`config.mk`:
```
export PLATFORM = sky130hd
export DESIGN_NAME = nx_stream_framer
export DESIGN_NICKNAME = d
export VERILOG_FILES = /design/src/rtl/nx_stream_framer.sv
export SDC_FILE = /design/constraint.sdc
export NUM_CORES = 1
export LEC_CHECK = 0
export ABC_CLOCK_PERIOD_IN_PS = 2600
export CORE_UTILIZATION = 45
export DETAILED_ROUTE_END_ITERATION = 12
export DONT_BUFFER_PORTS = 1
export HOLD_SLACK_MARGIN = 0.03
export PLACE_DENSITY = 0.64
export SYNTH_ARGS = -nofsm -noshare
export SYNTH_HDL_FRONTEND = slang
export SYNTH_SLANG_ARGS = --single-unit
```
`constraint.sdc`:
```
create_clock -name clk -period 2.6 [get_ports clk]
set_input_delay 0.78 -clock clk [delete_from_list [all_inputs] [get_ports clk]]
set_output_delay 0.78 -clock clk [all_outputs]
set_load 0.01 [all_outputs]
```
`src/rtl/nx_stream_framer.sv`:
```
// nx_stream_framer
//
// Host-side framer for the Nexus outbound control stream. Nexus delivers
// control responses as a bare valid/ready stream with no frame boundaries.
// This block regenerates tlast so the downstream AXI4-stream DMA receives
// bounded frames. A frame closes when it reaches MAX_BEATS beats, when the
// input has been idle for TIMEOUT cycles with a beat pending, or on an
// explicit flush request.
//
// Ports:
//   clk              single clock, rising edge
//   rstn             asynchronous active-low reset
//   inbound_tdata    beat data from Nexus
//   inbound_tvalid   beat valid from Nexus
//   inbound_tready   block accepts the inbound beat (0 while in reset)
//   i_flush          single-cycle request to close the open frame
//   outbound_tdata   beat data to the DMA
//   outbound_tlast   final beat of the frame
//   outbound_tvalid  outbound beat valid
//   outbound_tready  DMA accepts the outbound beat
//   o_idle           hold and output stages both empty
//   o_frame_count    frames completed on outbound, wraps at 16 bits
//
// Structure: a hold stage (H) keeps the most recent beat until we know
// whether it closes the frame; an output stage (O) presents it to the DMA.
// A beat only moves from H to O once a release condition is known, which is
// why tlast can be decided for it.

module nx_stream_framer #(
  parameter int AXI4_DATA_WIDTH = 128,
  parameter int MAX_BEATS       = 16,
  parameter int TIMEOUT         = 256
) (
  input  logic                       clk,
  input  logic                       rstn,
  input  logic [AXI4_DATA_WIDTH-1:0] inbound_tdata,
  input  logic                       inbound_tvalid,
  output logic                       inbound_tready,
  input  logic                       i_flush,
  output logic [AXI4_DATA_WIDTH-1:0] outbound_tdata,
  output logic                       outbound_tlast,
  output logic                       outbound_tvalid,
  input  logic                       outbound_tready,
  output logic                       o_idle,
  output logic [15:0]                o_frame_count
);

  localparam int BeatCntW = (MAX_BEATS > 1) ? $clog2(MAX_BEATS) : 1;
  localparam int IdleCntW = $clog2(TIMEOUT + 1);

  localparam logic [BeatCntW-1:0] BeatLast = BeatCntW'(MAX_BEATS - 1);
  localparam logic [IdleCntW-1:0] IdleMax  = IdleCntW'(TIMEOUT);

  // Hold stage
  logic                       holdValid_q, holdValid_d;
  logic [AXI4_DATA_WIDTH-1:0] holdData_q, holdData_d;

  // Output stage
  logic                       outValid_q, outValid_d;
  logic [AXI4_DATA_WIDTH-1:0] outData_q, outData_d;
  logic                       outLast_q, outLast_d;

  // Frame bookkeeping
  logic [BeatCntW-1:0]        beatCnt_q, beatCnt_d;
  logic [IdleCntW-1:0]        idleCnt_q, idleCnt_d;
  logic [15:0]                frameCnt_q, frameCnt_d;

  // Handshake decode
  logic canLoad;
  logic closeFrame;
  logic releaseHold;
  logic acceptIn;

  // Release decision for the held beat. The close conditions (beat limit,
  // flush, timeout) all produce last=1, so their relative priority only
  // matters against the plain "next beat is arriving" release, which is
  // last=0. Nothing here is latched: if the DMA stalls, the conditions are
  // simply re-evaluated on the cycle O can accept again, so a flush pulse
  // during a stall is lost by design.
  // inbound_tready follows the release so the pipeline sustains one beat per
  // cycle, and is forced low while reset is asserted.
  always_comb begin
    canLoad        = !outValid_q || outbound_tready;
    closeFrame     = (beatCnt_q == BeatLast) || i_flush || (idleCnt_q == IdleMax);
    releaseHold    = holdValid_q && canLoad && (closeFrame || inbound_tvalid);
    inbound_tready = rstn && (!holdValid_q || releaseHold);
    acceptIn       = inbound_tvalid && inbound_tready;
  end

  // Next-state logic for both stages and the counters.
  // The idle counter only runs while a beat is pending and the input is
  // quiet; with H empty there is no open frame, so flush and timeout have
  // nothing to act on. An O beat that is still waiting for the DMA is never
  // touched because O is only reloaded when canLoad is high.
  always_comb begin
    holdValid_d = holdValid_q;
    holdData_d  = holdData_q;
    outValid_d  = outValid_q;
    outData_d   = outData_q;
    outLast_d   = outLast_q;
    beatCnt_d   = beatCnt_q;
    idleCnt_d   = idleCnt_q;
    frameCnt_d  = frameCnt_q;

    if (acceptIn) begin
      holdValid_d = 1'b1;
      holdData_d  = inbound_tdata;
    end else if (releaseHold) begin
      holdValid_d = 1'b0;
    end

    if (releaseHold) begin
      outValid_d = 1'b1;
      outData_d  = holdData_q;
      outLast_d  = closeFrame;
    end else if (outbound_tready) begin
      outValid_d = 1'b0;
    end

    if (releaseHold) begin
      beatCnt_d = closeFrame ? '0 : beatCnt_q + BeatCntW'(1);
    end

    if (!holdValid_q || inbound_tvalid) begin
      idleCnt_d = '0;
    end else if (idleCnt_q != IdleMax) begin
      idleCnt_d = idleCnt_q + IdleCntW'(1);
    end

    if (outValid_q && outbound_tready && outLast_q) begin
      frameCnt_d = frameCnt_q + 16'd1;
    end
  end

  // State registers. Reset discards both stages at once; any partially
  // built frame is dropped rather than closed.
  always_ff @(posedge clk or negedge rstn) begin
    if (!rstn) begin
      holdValid_q <= 1'b0;
      holdData_q  <= '0;
      outValid_q  <= 1'b0;
      outData_q   <= '0;
      outLast_q   <= 1'b0;
      beatCnt_q   <= '0;
      idleCnt_q   <= '0;
      frameCnt_q  <= '0;
    end else begin
      holdValid_q <= holdValid_d;
      holdData_q  <= holdData_d;
      outValid_q  <= outValid_d;
      outData_q   <= outData_d;
      outLast_q   <= outLast_d;
      beatCnt_q   <= beatCnt_d;
      idleCnt_q   <= idleCnt_d;
      frameCnt_q  <= frameCnt_d;
    end
  end

  assign outbound_tdata  = outData_q;
  assign outbound_tlast  = outLast_q;
  assign outbound_tvalid = outValid_q;
  assign o_idle          = !holdValid_q && !outValid_q;
  assign o_frame_count   = frameCnt_q;

endmodule

```
==> impl_metrics.csv, run 1 <==
group,metric,value,unit
job,cap_violations,0,
sta,worst_pin_slew,736.2,ps
finish,drive_above_1_share,44.40,%
sta,fin_crit_sh,103.9,%
routing,drtPass1Iterations,4,
logic_synthesis,synth_area_per_cell,16.48,sq um
sta,whs,-61.24,ps
global_route,grt_use_total,16.86,%
die,die_h,160.1,um
global_route,grt_pass1_wl,34.75,mm
worst_setup_path,critical_path.max_fanout,2,
logic_synthesis,syn_nets,819,
sta,fin_ws,-102.3,ps
die,coreArea,24390,sq um
place,dp_cells,985,
power,internal_power,10.55,mW
logic_synthesis,ys_ff_latch,288,
sta,hold_viol,72,
routing,ant_nets,0,
sta,period_needed,2702,ps
run_status,status,"complete, but fails checks",
logic_synthesis,synth_common_cells,"288 x dfrtp_1, 192 x mux2_2, 65 x mux2_4",
place,port-buffer-count,0,
die,die_x,160.1,um
worst_setup_path,crit_path_start_kind,"flip-flop",
place,place_congestion,0.7753,
sta,slew_viol_final,0,
worst_setup_path,worstPathCellList,"or4_4, o21ai_4, o21ai_4, a21boi_2",
worst_setup_path,critPathArrivalTime,1920,ps
routing,wirelength,21.45,mm
routing,viasPerCell,5.384,
logic_synthesis,ys_warn_count,0,
run_status,violations,"hold timing, setup timing",
global_route,grt-ovfl-total,0,
worst_setup_path,crit_slowest_cell,"or4_4",
cts,cts_max_path_buffers,3,
logic_synthesis,yosys-top-cells-area,"dfrtp_1 64%, mux2_2 19%, mux2_4 8.7%, xnor2_1 1.2%, buf_2 0.85%",
logic_synthesis,synthAdderAreaFrac,0.4452,%
routing,drc,0,
die,pin_count,281,
logic_synthesis,synth_ff_type,"dfrtp_1",
logic_synthesis,yosysTopAreaCell,"dfrtp_1",
die,dieArea,25620,sq um
finish,final_cell_count_no_fill,1043,
power,power,14.89,mW
cts,insertion_delay,540,ps
place,pre_cts_ws,207.1,ps
power,switching_share,29.16,%
logic_synthesis,synthXorXnorAreaFrac,1.714,%
power,switchingPower,4.342,mW
finish,nNetsFinal,835,
logic_synthesis,synth_cells,682,
routing,vias,5616,
logic_synthesis,synth-async-reset-ratio,100.0,%
finish,syn_to_final_growth,11.73,%
power,power_density,1186,nW/um^2
logic_synthesis,synth-compound-area-share,1.091,%
worst_setup_path,worst-setup-path-type,"flip-flop to primary output",
routing,drt_iter0_markers,358,
logic_synthesis,ys_types,35,
sta,fmax,370.0,MHz
global_route,grt_max_degree,292,
cts,numCtsBuffers,30,
global_route,grt_pass1_vias,6223,
sta,rsz0062_at_grt,"yes",
global_route,grt_antenna_before_repair,6,
die,initial_core_util,46.09,%
power,p_clk_share,25.7,%
die,row_count,57,
cts,path_clk_slew,60,ps
worst_setup_path,worstPathRequired,1820,ps
logic_synthesis,synthMuxAreaShare,27.92,%
worst_setup_path,cpPeakStageDelay,560,ps
logic_synthesis,ys_seq_area_share,64.11,%
place,dp_hpwl,14.17,mm
cts,numClockSinks,288,
cts,htree_levels,1,
worst_setup_path,r2r-start,"beatCnt_q[0]",
logic_synthesis,syn_area,11240,sq um
logic_synthesis,synth_edf_count,0,
worst_setup_path,reg2reg_slack,300,ps
power,ir_drop,0.6844,mV
logic_synthesis,synth-simple-area-share,2.805,%
power,total_leakage_power,5.532,nW
sta,setup_viol,1,
cts,root_buffer,"clkbuf_16",
power,seqPwrFrac,54.7,%
worst_setup_path,worst_path_most_repeated_cell,"o21ai_4",
worst_setup_path,reg2reg_depth,8,
hold_path,hold_class,"input port to async pin",
cts,tritoncts,"built",
worst_setup_path,cp-end-kind,"primary output",
worst_setup_path,r2r-end,"outbound_tdata[56]",
sta,slew_headroom,50.92,%
routing,wl_per_cell,20.56,um
logic_synthesis,yosysMostFrequentCell,"dfrtp_1",
logic_synthesis,synth_top_family_by_area,"multiplexers",
logic_synthesis,yosysTopAreaCellShare,64.11,%
power,comb_power_share,19.6,%
sta,skew,11.16,ps
## critical path: cells and delay by family (launching register included)
family | cells | cell delay [ps]
simple gates | 1 | 560
compound gates | 3 | 450
flops | 1 | 380
## final cells by class
class	instances	area [sq um]
clock buffers	43	840.8
fillers	2000	11830
well taps	324	405.4
inverters	5	18.77
multi-input cells	359	3860
clock inverters	5	33.78
repair buffers	14	180.2
flip-flops and latches	288	7208
diodes	5	12.51
## kinds of logic after synthesis
| logic type | Yosys count |
|---|---|
| AOI/OAI and AO/OA | 16 |
| xor gates and xnor gates | 22 |
| adders and majority gates | 4 |
| DFF | 288 |
| and+or+nand+nor | 60 |
| muxes | 257 |
| buffers and inverters | 35 |
## layer usage
metal	GRT usage, %	vias to the layer above	part of all wire, %
li1	-	2437	-
met1	20.54	2875	39
met2	26.28	246	46
met3	7.455	56	11
met4	6.580	2	3.7
met5	0	-	0.061
## metrics by stage
| step | utilization [%] | instance area (sq um) | TNS (ps) |
|---|---|---|---|
| after floorplan | - | 11240 | 0 |
| after global placement | 47.60 | 11610 | 0 |
| after detailed placement | 47.60 | 11610 | 0 |
| after CTS | 51.36 | 12530 | -154.5 |
| after global routing | 51.47 | 12550 | -171.7 |
| final | 51.49 | 12560 | -102.3 |
## how the worst max path moves through the flow
stage | end | slack (ps) | startpoint
6_report | inbound_tready | -100 | idleCnt_q[5]
5_1_grt | inbound_tready | -170 | idleCnt_q[5]
4_1_cts | inbound_tready | -150 | idleCnt_q[5]
3_5_place_dp | outbound_tdata[56] | 210 | i_flush
3_3_place_gp | outbound_tdata[59] | 260 | i_flush
2_1_floorplan | inbound_tready | 40 | i_flush
## placed cells by master, fill, tap and decap left out, types with 2 or more instances in the layout
cell type / netlist / layout
buf_12: 0 / 6
nor3_1: 2 / 2
mux2_2: 192 / 192
diode_2: 0 / 5
nand2_1: 12 / 12
clkbuf_8: 0 / 2
clkinv_2: 0 / 2
a22o_1: 3 / 3
dfrtp_1: 288 / 287
inv_1: 5 / 5
xor2_1: 6 / 6
and3_1: 5 / 5
a21oi_1: 4 / 3
a21o_1: 2 / 2
nand4_1: 3 / 3
nand3_1: 11 / 11
ha_1: 4 / 3
clkbuf_16: 0 / 31
buf_4: 0 / 8
mux2_4: 65 / 65
nand2b_1: 3 / 3
nor2_1: 14 / 14
clkbuf_1: 3 / 10
xnor2_1: 16 / 16
clkinvlp_4: 0 / 2
nor4_1: 2 / 2
o21ai_4: 1 / 2
## state kept, by name, summed over array words and instances (netlist names)
| register | count |
|---|---|
| beatCnt_q | 4 |
| holdData_q | 128 |
| holdValid_q | 1 |
| idleCnt_q | 9 |
| o_frame_count | 16 |
| outbound_tdata | 128 |
| outbound_tlast | 1 |
| outbound_tvalid | 1 |
## repair_timing
action                     in CTS  in global routing
hold endpoints to repair      288                288
pin swaps                       3                  2
gates resized for setup         2                  2
setup endpoints to repair       1                  1
setup buffers                   5                  0
## power groups by stage
stage	Sequential, mW	Clock (mW)	Combinational [mW]
CTS	8.17	3.97	2.96
global route	8.38	4.16	3.17
detailed placement	8.22	0	2.95
finish	8.14	3.83	2.92
global placement	8.13	0	2.78
floorplan	7.66	0	2.62
No activity file was read; power rests on OpenSTA's default activity.
==> run 2, diff against run 1 <==
--- a/config.mk
+++ b/config.mk
@@ -11,6 +11,7 @@
 export DONT_BUFFER_PORTS = 1
 export HOLD_SLACK_MARGIN = 0.03
 export PLACE_DENSITY = 0.64
+export SLEW_MARGIN = 20
 export SYNTH_ARGS = -nofsm -noshare
 export SYNTH_HDL_FRONTEND = slang
 export SYNTH_SLANG_ARGS = --single-unit
==> results of run 2 <==
The final DEF is identical to that of run 1; final timing and power are the same.
==> run 3, diff against run 2 <==
--- a/config.mk
+++ b/config.mk
@@ -6,6 +6,7 @@
 export NUM_CORES = 1
 export LEC_CHECK = 0
 export ABC_CLOCK_PERIOD_IN_PS = 2600
+export CAP_MARGIN = 20
 export CORE_UTILIZATION = 45
 export DETAILED_ROUTE_END_ITERATION = 12
 export DONT_BUFFER_PORTS = 1
==> results of run 3 <==
The final DEF is identical to that of run 1; final timing and power are the same.
